[config.mk]
export PLATFORM = sky130hd
export DESIGN_NAME = onehot_grant_decoder_flat
export DESIGN_NICKNAME = d
export VERILOG_FILES = /design/src/rtl/onehot_grant_decoder_if.sv /design/src/rtl/onehot_grant_decoder.sv /design/src/flat_wrapper.sv
export SDC_FILE = /design/constraint.sdc
export NUM_CORES = 1
export LEC_CHECK = 0
export CAP_MARGIN = 20
export CORE_ASPECT_RATIO = 0.75
export CORE_MARGIN = 1
export CORE_UTILIZATION = 50
export CTS_BUF_LIST = sky130_fd_sc_hd__clkbuf_4
export DETAILED_ROUTE_END_ITERATION = 7
export GPL_TIMING_DRIVEN = 0
export PLACE_DENSITY = 0.81
export SLEW_MARGIN = 20
export SYNTH_ARGS = -nofsm -noshare
export SYNTH_HDL_FRONTEND = slang
export SYNTH_SLANG_ARGS = --single-unit
[constraint.sdc]
create_clock -name clk -period 2.8 [get_ports clk]
set_clock_uncertainty 0.15 [all_clocks]
set_input_delay 0.42 -clock clk [delete_from_list [all_inputs] [get_ports clk]]
set_output_delay 0.42 -clock clk [all_outputs]
set_load 0.03 [all_outputs]
[src/rtl/onehot_grant_decoder_if.sv]
// Handshake and grant bus between an index master, the grant decoder and the per-line targets.
interface onehot_grant_decoder_if #(
  parameter int IDX_W = 4
);
  localparam int N = 2 ** IDX_W;

  logic             idx_valid;
  logic             idx_ready;
  logic [IDX_W-1:0] data_in;
  logic [N-1:0]     ack_in;
  logic [N-1:0]     data_out;
  logic             busy;
  logic             done;
  logic             timeout;
  logic             err_spurious;

  modport master (
    output idx_valid, data_in, ack_in,
    input  idx_ready, data_out, busy, done, timeout, err_spurious
  );

  modport slave (
    input  idx_valid, data_in, ack_in,
    output idx_ready, data_out, busy, done, timeout, err_spurious
  );
endinterface

[src/rtl/onehot_grant_decoder.sv]
// Index-to-one-hot grant issuer: grants one line, waits for its ack to rise and fall,
// and aborts with a timeout pulse if the target stalls in either phase.
//
// state   | meaning
// IDLE    | no grant, ready to accept an index
// GRANT   | one-hot grant driven, waiting for ack on the granted line
// RELEASE | grant removed, waiting for the granted line's ack to drop
module onehot_grant_decoder #(
  parameter int IDX_W   = 4,
  parameter int TIMEOUT = 15,
  parameter int TO_W    = 4
) (
  input logic                  clk,
  input logic                  rst,
  onehot_grant_decoder_if.slave bus
);
  localparam int N = 2 ** IDX_W;
  localparam logic [N-1:0]    ONE      = {{(N-1){1'b0}}, 1'b1};
  localparam logic [TO_W-1:0] CNT_LAST = TO_W'(TIMEOUT - 1);

  typedef enum logic [1:0] {IDLE, GRANT, RELEASE} state_t;

  state_t           state;
  logic [IDX_W-1:0] idx;
  logic [TO_W-1:0]  cnt;
  logic [N-1:0]     grant_q;
  logic             done_q;
  logic             timeout_q;
  logic             err_q;
  logic [N-1:0]     line_mask;
  logic             ack_sel;

  assign line_mask = ONE << idx;
  assign ack_sel   = bus.ack_in[idx];

  always_ff @(posedge clk) begin
    if (rst) begin
      state     <= IDLE;
      idx       <= '0;
      cnt       <= '0;
      grant_q   <= '0;
      done_q    <= 1'b0;
      timeout_q <= 1'b0;
      err_q     <= 1'b0;
    end else begin
      done_q    <= 1'b0;
      timeout_q <= 1'b0;
      // Acks from any other line while busy are flagged but never acted on.
      err_q     <= (state != IDLE) && |(bus.ack_in & ~line_mask);
      case (state)
        IDLE: begin
          grant_q <= '0;
          if (bus.idx_valid) begin
            idx     <= bus.data_in;
            grant_q <= ONE << bus.data_in;
            cnt     <= '0;
            state   <= GRANT;
          end
        end
        GRANT: begin
          if (ack_sel) begin
            grant_q <= '0;
            cnt     <= '0;
            state   <= RELEASE;
          end else if (cnt == CNT_LAST) begin
            grant_q   <= '0;
            timeout_q <= 1'b1;
            state     <= IDLE;
          end else begin
            cnt <= cnt + TO_W'(1);
          end
        end
        RELEASE: begin
          grant_q <= '0;
          if (!ack_sel) begin
            done_q <= 1'b1;
            state  <= IDLE;
          end else if (cnt == CNT_LAST) begin
            timeout_q <= 1'b1;
            state     <= IDLE;
          end else begin
            cnt <= cnt + TO_W'(1);
          end
        end
        default: begin
          grant_q <= '0;
          state   <= IDLE;
        end
      endcase
    end
  end

  assign bus.idx_ready    = (state == IDLE);
  assign bus.busy         = (state != IDLE);
  assign bus.data_out     = grant_q;
  assign bus.done         = done_q;
  assign bus.timeout      = timeout_q;
  assign bus.err_spurious = err_q;
endmodule

[src/flat_wrapper.sv]
// flat-port wrapper written by rule: the top's interface ports become plain ports
module onehot_grant_decoder_flat 
#(
  parameter int IDX_W   = 4,
  parameter int TIMEOUT = 15,
  parameter int TO_W    = 4
)
  (clk, rst, bus_idx_valid, bus_data_in, bus_ack_in, bus_idx_ready, bus_data_out, bus_busy, bus_done, bus_timeout, bus_err_spurious);
  onehot_grant_decoder_if #(.IDX_W(IDX_W)) bus_i ();
  input logic clk;
  input logic rst;
  input wire logic [$bits(bus_i.idx_valid)-1:0] bus_idx_valid;
  input wire logic [$bits(bus_i.data_in)-1:0] bus_data_in;
  input wire logic [$bits(bus_i.ack_in)-1:0] bus_ack_in;
  output wire logic [$bits(bus_i.idx_ready)-1:0] bus_idx_ready;
  output wire logic [$bits(bus_i.data_out)-1:0] bus_data_out;
  output wire logic [$bits(bus_i.busy)-1:0] bus_busy;
  output wire logic [$bits(bus_i.done)-1:0] bus_done;
  output wire logic [$bits(bus_i.timeout)-1:0] bus_timeout;
  output wire logic [$bits(bus_i.err_spurious)-1:0] bus_err_spurious;
  assign bus_i.idx_valid = bus_idx_valid;
  assign bus_i.data_in = bus_data_in;
  assign bus_i.ack_in = bus_ack_in;
  assign bus_idx_ready = bus_i.idx_ready;
  assign bus_data_out = bus_i.data_out;
  assign bus_busy = bus_i.busy;
  assign bus_done = bus_i.done;
  assign bus_timeout = bus_i.timeout;
  assign bus_err_spurious = bus_i.err_spurious;
  onehot_grant_decoder #(.IDX_W(IDX_W), .TIMEOUT(TIMEOUT), .TO_W(TO_W)) u_core (.clk(clk), .rst(rst), .bus(bus_i));
endmodule
==> impl_results.rst, run 1 <==
.. list-table::
   :header-rows: 1

   * - Metric
     - Value
   * - Result of the run
     - complete, no violations
   * - Complex-gate fraction of the synthesized area
     - 0.189
   * - Asr flop ratio synth
     - 0
   * - Main combinational cell family by area after synthesis
     - simple AND/OR/NAND/NOR gates
   * - Cell row count
     - 18
   * - Worst Hold Margin
     - between 0.3 and 0.4 ns
   * - Ratio of cells with drive above 1 in the final layout
     - 0.0794
   * - Number of clock sinks
     - 29
   * - Unrepaired setup endpoints after global routing
     - false
   * - Overall global routing resource usage
     - 0.248
   * - Data required time at the worst endpoint
     - 2.23 ns
   * - Data arrival, critical path
     - 2.11 ns
   * - Static Leak
     - about 0.78 nW
   * - Synth warn
     - 0
   * - Portion of the clock cycle consumed by the worst path in the final layout
     - 0.957
   * - Final Setup Violations
     - 0
   * - Io pins
     - 44
   * - Type of the worst min-delay path
     - register to register
   * - Worst ir drop on vdd
     - approximately 0.00035 V
   * - Register-to-register path setup slack
     - about 0.40 ns
   * - CTS H-tree depth
     - 2
   * - Number of hold violations in the final report
     - 0
   * - Max-cap viol count
     - 0
   * - Die extent in x
     - a little over 70 um
   * - CTS tree
     - yes
   * - Placer's final routability congestion estimate
     - 0.869
   * - TNS Setup
     - 0 ns
   * - Area fraction in and, or, nand and nor cells after synthesis
     - 0.313
   * - Post-synthesis share of cell area spent on xor and xnor gates
     - 0
   * - Top FF cell, synth
     - dfxtp_1
   * - CP max FO
     - 9
   * - Nets
     - 305
   * - Diodes inserted
     - 0
   * - Post-synth EDFFs
     - 0
   * - Maximum buffer depth of the clock tree
     - 2
   * - Antenna violations before repair
     - 0
   * - Worst reg2reg startpoint
     - u_core.idx[0]
   * - Tightest slew margin relative to the limit
     - 0.700
   * - PD cells
     - roughly 450 nW/um^2
   * - Final Slew Violations
     - 0
   * - Area contributors post-synth
     - dfxtp_1 33%, a21oi_1 8.2%, nand2_1 6.3%, ha_1 4.2%, or3_1 4.2%
   * - Highest-count cells in the layout ignoring fill and taps
     - 42 x clkdlybuf4s50_1, 30 x nand2_1, 29 x a21oi_1, 29 x dfxtp_1, 14 x nor2_1
   * - Final period demand of the worst path
     - between 2 and 3 ns
   * - Total nets after synthesis
     - 256
   * - Resized Gates After CTS
     - 0
   * - Maximum clock rate
     - around 370 MHz
   * - Endpoint of the most critical register-to-register path
     - u_core.bus.data_out[5]
   * - Area growth, synth to finish
     - 29.6%
   * - Cell count of the worst hold path
     - 2
   * - Initial Utilization
     - 0.533
   * - Critical path endpoint category
     - primary output
   * - Number of buffers inserted for hold repair after clock tree synthesis
     - 0
   * - Multiplexer area fraction after synthesis
     - 0.0591
   * - Leading cell type in the layout, fill and taps excluded
     - clkdlybuf4s50_1
   * - Startpoint class of the critical path
     - register
   * - Die Y-Extent
     - roughly 54 um
   * - Via density
     - around 5.7
   * - Wire length per cell after detailed routing
     - ~14 um
   * - Antenna Violating Nets Remaining
     - 0
   * - Mean area per synthesized cell
     - about 7.8 um^2
   * - Adder and majority gate portion of the synthesized area
     - 0.0422
   * - Total vias in the final route
     - 1,814
   * - Initial DRC Count
     - around 110
   * - Count of state elements after synthesis
     - 29
   * - Cell variety after synth
     - between 40 and 50
   * - Post-CTS setup buffer count
     - 0
   * - Depth of the worst register-to-register path
     - 8
   * - Min-Delay Startpoint
     - u_core.bus.data_out[0]
   * - Via count of the first global-routing pass
     - roughly 1.5k
   * - Port Buf Inserts
     - 42
   * - Share of synthesized area occupied by flip-flops and latches
     - 0.327
   * - Clock slew seen by the registers of the worst setup and hold paths
     - 0.10 ns
   * - Maximum number of pins on one net before global-route repair
     - 11
   * - CTS buffer count
     - 5
   * - Sum of net half-perimeters after detailed placement
     - roughly 3.3 mm
   * - Least-Margin Pin Slew
     - 0.450 ns
   * - Clock root buffer
     - clkbuf_4
   * - Placeable core region
     - 3330 um^2
   * - Wire length reported by the detailed router
     - 4.58 mm
   * - Detailed-routing iteration count for the pre-antenna-repair pass
     - 7
   * - Synth Cell Area
     - approximately 1800 um^2
   * - Worst-Skew Late Latency
     - about 0.34 ns
   * - Total Die Area
     - approximately 3800 um^2
   * - Critical path class
     - register to primary output
   * - Area share of the leading cell type in the synthesized netlist
     - 0.327
   * - Global-route wire length before repair
     - roughly 7.1 mm
   * - Final routed DRC violation total
     - 0
   * - Cell taking the most area after synthesis
     - dfxtp_1
   * - Remaining global-route overflow
     - 0
   * - Worst Hold Path EP
     - u_core.bus.data_out[0]
   * - Gate count of the mapped netlist
     - 227
[layout make-up]
cell class              count  area (um^2)
flip-flops and latches     29          581
multi-input cells         172         1070
inverters                  12         45.0
clock inverters             3         17.5
well taps                  40         50.0
fillers                   300         1030
repair buffers             42          420
clock buffers               5         37.5
plain buffers              14         80.1
[power breakdown]
part	leakage [nW]	switching (mW)	total (mW)	internal (mW)
sequential	0.235	0.0107	0.438	0.427
clock	0.0310	0.161	0.256	0.0945
combinational	0.517	0.191	0.334	0.143
total	0.783	0.363	1.03	0.664
[cells by family after synthesis]
| group | count (synthesis) |
|---|---|
| DFF | 29 |
| AOI/OAI and AO/OA | 55 |
| buffers and inverters | 26 |
| and+or+nand+nor | 102 |
| muxes | 9 |
| adders and majority gates | 6 |
[critical path, cell delays in order, from the launching register on]
cell             delay (ns)
dfxtp_1                0.42
inv_1                  0.09
ha_1                   0.21
clkbuf_1               0.22
inv_1                  0.15
clkdlybuf4s50_1        0.68
[per-layer routing]
metal / track usage / wire length, um
met2: 0.335 / 1800
met5: 0 / 0
met3: 0.0749 / 271
met1: 0.372 / 2470
met4: 0.0700 / 34
[synth_stat cells (all sizes together), types with 2 or more instances]
cell    instances
a21oi          29
a31oi           3
buf             6
clkbuf          8
dfxtp          29
ha              6
inv            12
mux2            2
mux2i           6
nand2          30
nand2b          9
nand3           9
nand4           4
nand4b          2
nor2           14
nor2b           2
nor3            4
nor3b           2
nor4            3
o21ai           7
o22ai           7
o311ai          2
o32ai           2
or3            12
or4             6
[state kept, by name (all words and copies together), names as in the netlist]
register                 flops
u_core.idx                   4
u_core.cnt                   4
u_core.bus.done              1
u_core.bus.timeout           1
u_core.bus.data_out         16
u_core.bus.err_spurious      1
u_core.state                 2
[worst max path at each step]
stage / startpoint / end / slack [ns] / depth (start not counted)
3_3_place_gp: bus_ack_in[5] / u_core.bus.data_out[11] / -0.005 / 10
6_report: u_core.state[0] / bus_busy / 0.12 / 5
2_1_floorplan: u_core.state[0] / u_core.bus.data_out[0] / 0.53 / 7
5_1_grt: u_core.state[0] / bus_busy / 0.002 / 5
4_1_cts: u_core.state[0] / bus_busy / 0.11 / 5
3_5_place_dp: bus_ack_in[5] / u_core.bus.data_out[11] / 0.001 / 10
[metrics by stage]
| step | cell area, um^2 | total power [mW] | setup WS, ns | util | std cells |
|---|---|---|---|---|---|
| floorplan | 1780 | 0.669 | 0.526 | - | 227 |
| global placement | 2250 | 0.773 | -0.00517 | 0.675 | 309 |
| detailed placement | 2250 | 0.775 | 0.00146 | 0.675 | 309 |
| CTS | 2300 | 1.03 | 0.112 | 0.691 | 317 |
| global route | 2300 | 1.08 | 0.00194 | 0.691 | 317 |
| finish | 2300 | 1.03 | 0.120 | 0.691 | 317 |
No activity file was read; power rests on OpenSTA's default activity.
==> run 2, diff against run 1 <==
- ABC_AREA: default -> 0
==> results of run 2 <==
No change in the layout: final DEF, timing and power equal those of run 1.
==> run 3, diff against run 2 <==
- SLEW_MARGIN: 20 -> default
==> results of run 3 <==
No change in the layout: final DEF, timing and power equal those of run 1.
